==> config.mk <==
export PLATFORM = sky130hd
export DESIGN_NAME = ccr_unit_flat
export DESIGN_NICKNAME = d
export VERILOG_FILES = /design/src/rtl/ccr_unit_pkg.sv /design/src/rtl/ccr_unit_if.sv /design/src/rtl/ccr_shadow_stack.sv /design/src/rtl/ccr_unit.sv /design/src/flat_wrapper.sv
export SDC_FILE = /design/constraint.sdc
export NUM_CORES = 1
export LEC_CHECK = 0
export ABC_AREA = 1
export CAP_MARGIN = 10
export CORE_MARGIN = 3
export CORE_UTILIZATION = 44
export DETAILED_ROUTE_END_ITERATION = 10
export GPL_TIMING_DRIVEN = 0
export PLACE_DENSITY_LB_ADDON = 0.25
export SYNTH_ARGS = -nofsm -noshare
export SYNTH_HDL_FRONTEND = slang
export SYNTH_HIERARCHICAL = 1
export SYNTH_SLANG_ARGS = --single-unit
==> constraint.sdc <==
create_clock -name clk -period 1.6 [get_ports clk]
set_input_delay 0.32 -clock clk [delete_from_list [all_inputs] [get_ports clk]]
set_output_delay 0.32 -clock clk [all_outputs]
set_load 0.005 [all_outputs]
==> src/rtl/ccr_unit_pkg.sv <==
// Condition-code register shared definitions: branch encodings,
// flag bit positions and shadow-stack depth, also used by the branch unit.
package ccr_unit_pkg;

    typedef enum logic [2:0] {
        BR_NONE = 3'd0,
        BR_JZ   = 3'd1,
        BR_JN   = 3'd2,
        BR_JC   = 3'd3,
        BR_JV   = 3'd4,
        BR_LOOP = 3'd5,
        BR_JMP  = 3'd6,
        BR_RET  = 3'd7
    } br_type_e;

    localparam int FLAG_Z = 0;
    localparam int FLAG_N = 1;
    localparam int FLAG_C = 2;
    localparam int FLAG_V = 3;

    localparam logic [1:0] STACK_DEPTH = 2'd2;

endpackage

==> src/rtl/ccr_unit_if.sv <==
// Control and status bundle between the pipeline and the condition-code unit.
interface ccr_unit_if
    import ccr_unit_pkg::*;
();

    logic [3:0] alu_flags;
    logic [3:0] flag_we;
    logic       setc;
    logic       clrc;
    br_type_e   br_type;
    logic       br_taken;
    logic       int_save;
    logic       rti_restore;
    logic       stall;
    logic [3:0] flag_mask;
    logic [3:0] flag_fwd;
    logic [1:0] save_depth;
    logic       stack_err;

    modport master (
        output alu_flags, flag_we, setc, clrc,
        output br_type, br_taken, int_save, rti_restore, stall,
        input  flag_mask, flag_fwd, save_depth, stack_err
    );

    modport slave (
        input  alu_flags, flag_we, setc, clrc,
        input  br_type, br_taken, int_save, rti_restore, stall,
        output flag_mask, flag_fwd, save_depth, stack_err
    );

endinterface

==> src/rtl/ccr_shadow_stack.sv <==
// Two-entry LIFO holding flags across interrupt entry/RTI,
// with sticky overflow/underflow/conflict detection.
module ccr_shadow_stack
    import ccr_unit_pkg::*;
(
    input  logic       clk,
    input  logic       rst_n,
    input  logic       save,
    input  logic       restore,
    input  logic       stall,
    input  logic [3:0] push_data,
    output logic [3:0] top,
    output logic       pop_ok,
    output logic [1:0] depth,
    output logic       err
);

    logic [3:0] entry [2];
    logic       push_ok;
    logic       conflict;
    logic       overflow;
    logic       underflow;

    always_comb begin
        conflict  = save & restore;
        overflow  = save & ~restore & (depth == STACK_DEPTH);
        underflow = restore & ~save & (depth == 2'd0);
        push_ok   = save & ~restore & ~overflow & ~stall;
        pop_ok    = restore & ~save & ~underflow & ~stall;
        // depth 1 -> slot 0, depth 2 -> slot 1
        top       = entry[depth[1]];
    end

    always_ff @(posedge clk or negedge rst_n) begin
        if (!rst_n) begin
            entry[0] <= '0;
            entry[1] <= '0;
            depth    <= '0;
            err      <= 1'b0;
        end else if (!stall) begin
            if (push_ok) begin
                entry[depth[0]] <= push_data;
                depth           <= depth + 2'd1;
            end else if (pop_ok) begin
                depth <= depth - 2'd1;
            end
            if (overflow | underflow | conflict)
                err <= 1'b1;
        end
    end

endmodule

==> src/rtl/ccr_unit.sv <==
// Condition-code register: per-flag update with branch clear, ALU write,
// SETC/CLRC and RTI restore, plus a combinational bypass of the next value.
module ccr_unit
    import ccr_unit_pkg::*;
(
    input logic       clk,
    input logic       rst_n,
    ccr_unit_if.slave bus
);

    logic [3:0] flags_q;
    logic [3:0] flags_d;
    logic [3:0] stack_top;
    logic       pop_ok;

    ccr_shadow_stack u_stack (
        .clk       (clk),
        .rst_n     (rst_n),
        .save      (bus.int_save),
        .restore   (bus.rti_restore),
        .stall     (bus.stall),
        .push_data (flags_q),
        .top       (stack_top),
        .pop_ok    (pop_ok),
        .depth     (bus.save_depth),
        .err       (bus.stack_err)
    );

    // Later assignments win: branch-clear < ALU < SETC/CLRC < restore.
    always_comb begin
        flags_d = flags_q;
        if (bus.br_taken) begin
            case (bus.br_type)
                BR_JZ:   flags_d[FLAG_Z] = 1'b0;
                BR_JN:   flags_d[FLAG_N] = 1'b0;
                BR_JC:   flags_d[FLAG_C] = 1'b0;
                BR_JV:   flags_d[FLAG_V] = 1'b0;
                default: ;
            endcase
        end
        for (int i = 0; i < 4; i++)
            if (bus.flag_we[i])
                flags_d[i] = bus.alu_flags[i];
        if (bus.clrc)
            flags_d[FLAG_C] = 1'b0;
        else if (bus.setc)
            flags_d[FLAG_C] = 1'b1;
        if (pop_ok)
            flags_d = stack_top;
        if (bus.stall)
            flags_d = flags_q;
    end

    always_ff @(posedge clk or negedge rst_n) begin
        if (!rst_n)
            flags_q <= '0;
        else
            flags_q <= flags_d;
    end

    assign bus.flag_mask = flags_q;
    assign bus.flag_fwd  = flags_d;

endmodule

==> src/flat_wrapper.sv <==
// flat-port wrapper written by rule: the top's interface ports become plain ports
module ccr_unit_flat import ccr_unit_pkg::*;
  (clk, rst_n, bus_alu_flags, bus_flag_we, bus_setc, bus_clrc, bus_br_type, bus_br_taken, bus_int_save, bus_rti_restore, bus_stall, bus_flag_mask, bus_flag_fwd, bus_save_depth, bus_stack_err);
  ccr_unit_if bus_i ();
  input logic clk;
  input logic rst_n;
  input wire logic [$bits(bus_i.alu_flags)-1:0] bus_alu_flags;
  input wire logic [$bits(bus_i.flag_we)-1:0] bus_flag_we;
  input wire logic [$bits(bus_i.setc)-1:0] bus_setc;
  input wire logic [$bits(bus_i.clrc)-1:0] bus_clrc;
  input wire logic [$bits(bus_i.br_type)-1:0] bus_br_type;
  input wire logic [$bits(bus_i.br_taken)-1:0] bus_br_taken;
  input wire logic [$bits(bus_i.int_save)-1:0] bus_int_save;
  input wire logic [$bits(bus_i.rti_restore)-1:0] bus_rti_restore;
  input wire logic [$bits(bus_i.stall)-1:0] bus_stall;
  output wire logic [$bits(bus_i.flag_mask)-1:0] bus_flag_mask;
  output wire logic [$bits(bus_i.flag_fwd)-1:0] bus_flag_fwd;
  output wire logic [$bits(bus_i.save_depth)-1:0] bus_save_depth;
  output wire logic [$bits(bus_i.stack_err)-1:0] bus_stack_err;
  assign bus_i.alu_flags = bus_alu_flags;
  assign bus_i.flag_we = bus_flag_we;
  assign bus_i.setc = bus_setc;
  assign bus_i.clrc = bus_clrc;
  assign bus_i.br_type = bus_br_type;
  assign bus_i.br_taken = bus_br_taken;
  assign bus_i.int_save = bus_int_save;
  assign bus_i.rti_restore = bus_rti_restore;
  assign bus_i.stall = bus_stall;
  assign bus_flag_mask = bus_i.flag_mask;
  assign bus_flag_fwd = bus_i.flag_fwd;
  assign bus_save_depth = bus_i.save_depth;
  assign bus_stack_err = bus_i.stack_err;
  ccr_unit u_core (.clk(clk), .rst_n(rst_n), .bus(bus_i));
endmodule
After elaboration in Yosys (flattened, before gate mapping). Index checks and enable logic that the tools add are counted.

Add/subtract/negate cells: 2. Order comparisons: 3. Eq/ne operators: 5. Multiplexer cells: 21. Bitwise gates (word level): 18. Reductions and logical operators: 6.

Operator list (count): 4-bit 2-to-1 mux (7); 1-bit 2-to-1 mux (10); 1-bit bitwise AND (9); 8-bit bitwise mux (1); 3-bit by 2-bit equality test with 1-bit output (second input constant) (2); 2-bit AND reduction (3); 1-bit NOT (5); 4-bit demux with 1-bit select (1); 2-bit >= comparator (second input constant) (2); 2-bit 2-to-1 mux (2); 1-bit NOT with 2-bit output (2); 3-bit by 1-bit equality test with 1-bit output (second input constant) (1); 3-bit equality test (second input constant) (1); 2-bit by 1-bit adder with 2-bit output (second input constant) (1); 2-bit equality test (second input constant) (1); 2-bit logical NOT (1); 2-bit by 1-bit less-than comparator with 1-bit output (second input constant) (1); 1-bit OR (2); 2-bit nonzero test (1); 2-bit by 1-bit subtractor with 2-bit output (second input constant) (1); 1-bit logical AND (1).

Register bits: 15. Bits of input ports: 19. Output and inout bits: 11. Logic and storage cells: 60.

Longest topological paths before layout.
Word-level depth: 8. Mapped depth: 10. Depth with buffers taken out: 9.

Cells and area by module. Netlist, hierarchy kept.

Modules (own cells, without submodules): ccr_shadow_stack (instances 1, cells each 70, area each 560.5 um^2, seq. area each 275.3 um^2); ccr_unit (instances 1, cells each 52, area each 301.5 um^2, seq. area each 100.1 um^2).

Worst setup path before layout. Ideal clock, no wire load.

Path type: reg2out. From: register u_core.u_stack.depth[1]. To: output bus_flag_fwd[1]. Data arrival time: 1.233 ns. Data required time: 1.280 ns. Setup slack: 0.047 ns. Cell stages (with the launch flop): 11. Path buffers: 1. Cell sequence: dfrtp_1 -> buf_4 -> inv_1 -> nand2_1 -> nand3_2 -> inv_1 -> nor2_1 -> nand2_1 -> nand2_1 -> nand2_1 -> nand2_1.

Longest elaborated chain between the ends: 7. Elaborated cells on any way between the ends: 11. Those cells by class: mux: 5; bitwise: 5; reduce/logical: 1.

RTL lines: from (decl) (line ccr_shadow_stack.sv:14) `output logic [1:0] depth,`; from (signal assigned) (line ccr_shadow_stack.sv:43) `depth <= depth + 2'd1;`; from (signal assigned) (line ccr_shadow_stack.sv:45) `depth <= depth - 2'd1;`; 2-bit logical NOT (line ccr_shadow_stack.sv:27) `underflow = restore & ~save & (depth == 2'd0);`; 1-bit bitwise AND (line ccr_shadow_stack.sv:27); 1-bit NOT (line ccr_shadow_stack.sv:29) `pop_ok = restore & ~save & ~underflow & ~stall;`; 1-bit bitwise AND (2 in series) (line ccr_shadow_stack.sv:29); named net u_core.pop_ok (line ccr_unit.sv:14) `logic pop_ok;`; 4-bit 2-to-1 mux (line ccr_unit.sv:48) `if (pop_ok)`; 4-bit 2-to-1 mux (line ccr_unit.sv:50) `if (bus.stall)`; to (decl) (line flat_wrapper.sv:17) `output wire logic [$bits(bus_i.flag_fwd)-1:0] bus_flag_fwd;`.

The timed path passes the listed nets, and every way through them passes these cells. The select of a mux whose other input is x is not followed.

Final worst setup path.
From: input bus_rti_restore. To: output bus_flag_fwd[3].

Longest elaborated chain between the ends: 7.

RTL lines: from (decl) (line flat_wrapper.sv:14) `input wire logic [$bits(bus_i.rti_restore)-1:0] bus_rti_restore;`; 1-bit bitwise AND * (line ccr_shadow_stack.sv:27, ccr_shadow_stack.sv:29); 1-bit bitwise AND (line ccr_shadow_stack.sv:27); 1-bit NOT (line ccr_shadow_stack.sv:29); 1-bit bitwise AND * (2 in series) (line ccr_shadow_stack.sv:29); named net u_core.pop_ok (line ccr_unit.sv:14); 4-bit 2-to-1 mux * (line ccr_unit.sv:48); 4-bit 2-to-1 mux * (line ccr_unit.sv:50).

Mark *: on every way through the listed nets, which the timed path passes. The rest lies on a longest branch.

==> metrics.txt <==
status=finished with violations; failing checks=negative setup slack; Critical Path AT=1500 ps; die area=between 2000 and 3000 um2; area of the multi-input gates=around 440 um2; HP Class=in -> async; largest net degree at the start of global routing=16; crit path capture=bus_flag_fwd[3]; Reg2Reg Depth=14; core footprint=1780 um2; routed vias/inst=4.77; die span in x=50.3 um; critical path class=in -> out; Clock Tree Root=clkbuf_4; Filler cells=between 100 and 150; Post-CTS Hold Buffers=0; reg2reg start=u_core/u_stack/depth[1]$_DFFE_PN0P_; Mapped Area=between 800 and 900 um2; f_max=550 MHz; Yosys cell types=19; area added between synthesis and finish=60.4%; overall routed net length=around 2500 um; All-Layer GR Usage=a little under a quarter; post-layout minimum cycle time=1820 ps; TritonRoute pass-1 iters=5; unrepaired setup endpoints after global routing=yes; Final Setup Violations=5; Crit Path Max Fanout=7; Leakage=0.720 nW; GP Congestion=0.763; Post-DRT Antenna Nets=0; Ports=30; setup ws final=-219 ps; I/O Buffers=29; layout cells sized above 1=23.7%; Req. time, crit path=approximately 1300 ps; Initial Utilization=48.4%; VDD IR max=0.953 mV; R2R Setup Slk=-100 ps; Row Count=15; Via Count=945; Clock Pin Slew Worst Setup and Hold Paths=80 ps; CTS tree=yes; share of the synthesized area in the top cell type=around 44%; Ys Warns=6; drt initial violations=21; Critical Path Source Type=input port; Mapped Cells=122; Slew HR=55.4%; PD cells=1240 nW/um2; synth top area cells=dfrtp_1, nand2_1, inv_1; FF/Latch Area=375 um2; Power Total=around 0.0017 W; drt wl/cell=about 13 um; worst r2r dst=u_core/bus.flag_mask[0]$_DFF_PN0_; vias in the first global route=roughly 970; actual slew at the worst max-slew pin=667 ps; Num CTS Buffers=3; Clock Latency Late Sink=280 ps; setup TNS=-930 ps; global-route wire length before repair=roughly 4300 um; hpwl dp=1650 um; Mapped Nets=~140; dominant cell type by area after synthesis=dfrtp_1; die height=50.3 um; Post-Syn Area per Cell=just over 7 um2; register area share after synthesis=between 40 and 50%; endpoint class of the critical path=output pin; final max-slew violation count=0; Hold Fails Final Rpt=0; post-route clock skew=2.84 ps; Sink Count=15; fin util=between 70% and 80%; remaining global-route overflow=0; crit share post-route=114%; antenna fix cells=0; number of synthesized register bits=15; Final #Nets=193; CTS Buffer Depth=2; CP startpoint=bus_rti_restore; DRC=0; Max Cap Viol=0; # H-tree levels=1; initial antenna violation count=0
[report_power, final]
group	switching, W	total [W]	internal [W]
registers	0.0000869	0.000604	0.000517
clock network	0.000118	0.000215	0.0000970
logic	0.000431	0.000890	0.000459
total	0.000635	0.00171	0.00107
[layout make-up]
type | instances | share of cell area (%)
multi-input combinational | 88 | 31.8
inverter | 18 | 5.79
timing repair buffer | 47 | 30.3
sequential | 15 | 27.1
clock buffer | 4 | 1.90
buffer | 1 | 0.814
tap | 25 | 2.26
[cell families after synthesis]
kind of cell,count (synthesis),synth area share [%]
DFF,15,43.5
AOI/OAI and AO/OA,16,11.3
buffers and inverters,19,8.71
and+or+nand+nor,72,36.4
[worst min path at each step]
stage                                              startpoint                                   to  slack [ps]  depth (start not counted)
final                                                   rst_n       u_core/u_stack/err$_DFFE_PN0P_         430                          1
after global routing                                    rst_n  u_core/u_stack/entry[3]$_DFFE_PN0P_         470                          1
after CTS                                               rst_n       u_core/u_stack/err$_DFFE_PN0P_         450                          1
after detailed placement  u_core/u_stack/entry[0]$_DFFE_PN0P_  u_core/u_stack/entry[0]$_DFFE_PN0P_         480                          2
after global placement         u_core/u_stack/err$_DFFE_PN0P_       u_core/u_stack/err$_DFFE_PN0P_         460                          1
after floorplan                                         rst_n    u_core/bus.flag_mask[0]$_DFF_PN0_          20                          0
[critical path, cell delays in order]
cell and delay, ps:
dlygate4sd2_1 260, inv_1 120, nor2_4 160, nand3_4 110, inv_6 100, inv_4 40, nor2_2 80, nor2_1 50
nand2_1 70, nand2_1 60, buf_2 120
[flip-flops by register name, summed over array words and instances, names as in the netlist]
name,cells
u_core/u_stack/entry,8
u_core/u_stack/err,1
u_core/bus.flag_mask,4
u_core/u_stack/depth,2
[per-stage QoR]
step / setup slack [ps] / cells / area, um2 / hold slack, ps
6_report: -219 / 198 / 1380 / 435
5_1_grt: -345 / 198 / 1380 / 473
4_1_cts: -218 / 195 / 1350 / 451
3_5_place_dp: -970 / 176 / 1180 / 484
3_3_place_gp: -905 / 176 / 1180 / 461
2_1_floorplan: 46.6 / 122 / 862 / 24.4
[synth_stat cells]
| cell | instances |
|---|---|
| nand2_1 | 50 |
| inv_1 | 16 |
| dfrtp_1 | 15 |
| nor2_1 | 10 |
| nand3_1 | 5 |
| o21ai_0 | 5 |
| a21oi_1 | 4 |
| o21ai_1 | 4 |
| inv_2 | 2 |
| nand4_1 | 2 |
| a21oi_2 | 1 |
| a21oi_4 | 1 |
| buf_4 | 1 |
| nand3_2 | 1 |
| nand3_4 | 1 |
| nand4_2 | 1 |
| nor2_2 | 1 |
| nor3_1 | 1 |
| o21bai_1 | 1 |
[layout by cell type, fill, tap and decap left out, types with 5 or more instances in the layout]
| cell type | synthesis | layout |
|---|---|---|
| nand2_1 | 50 | 49 |
| clkdlybuf4s50_1 | 0 | 21 |
| dfrtp_1 | 15 | 15 |
| buf_4 | 1 | 13 |
| inv_1 | 16 | 13 |
| nor2_1 | 10 | 7 |
| buf_6 | 0 | 6 |
| nand3_1 | 5 | 5 |
| o21ai_1 | 4 | 5 |
[layer usage]
| layer | track usage, % | vias up | routed length [um] |
|---|---|---|---|
| li1 | - | 483 | - |
| met1 | 25.1 | 434 | 1020 |
| met2 | 40.2 | 24 | 1310 |
| met3 | 7.42 | 4 | 120 |
| met4 | 11.1 | 0 | 35 |
| met5 | 0 | - | 0 |
[timing repair]
item / in CTS / in global routing
setup endpoints to repair: 5 / 6
gates resized for setup: 38 / 4
pin swaps: 14 / 5
buffers inserted: 15 / 3
Power figures use the tool's default switching activity.
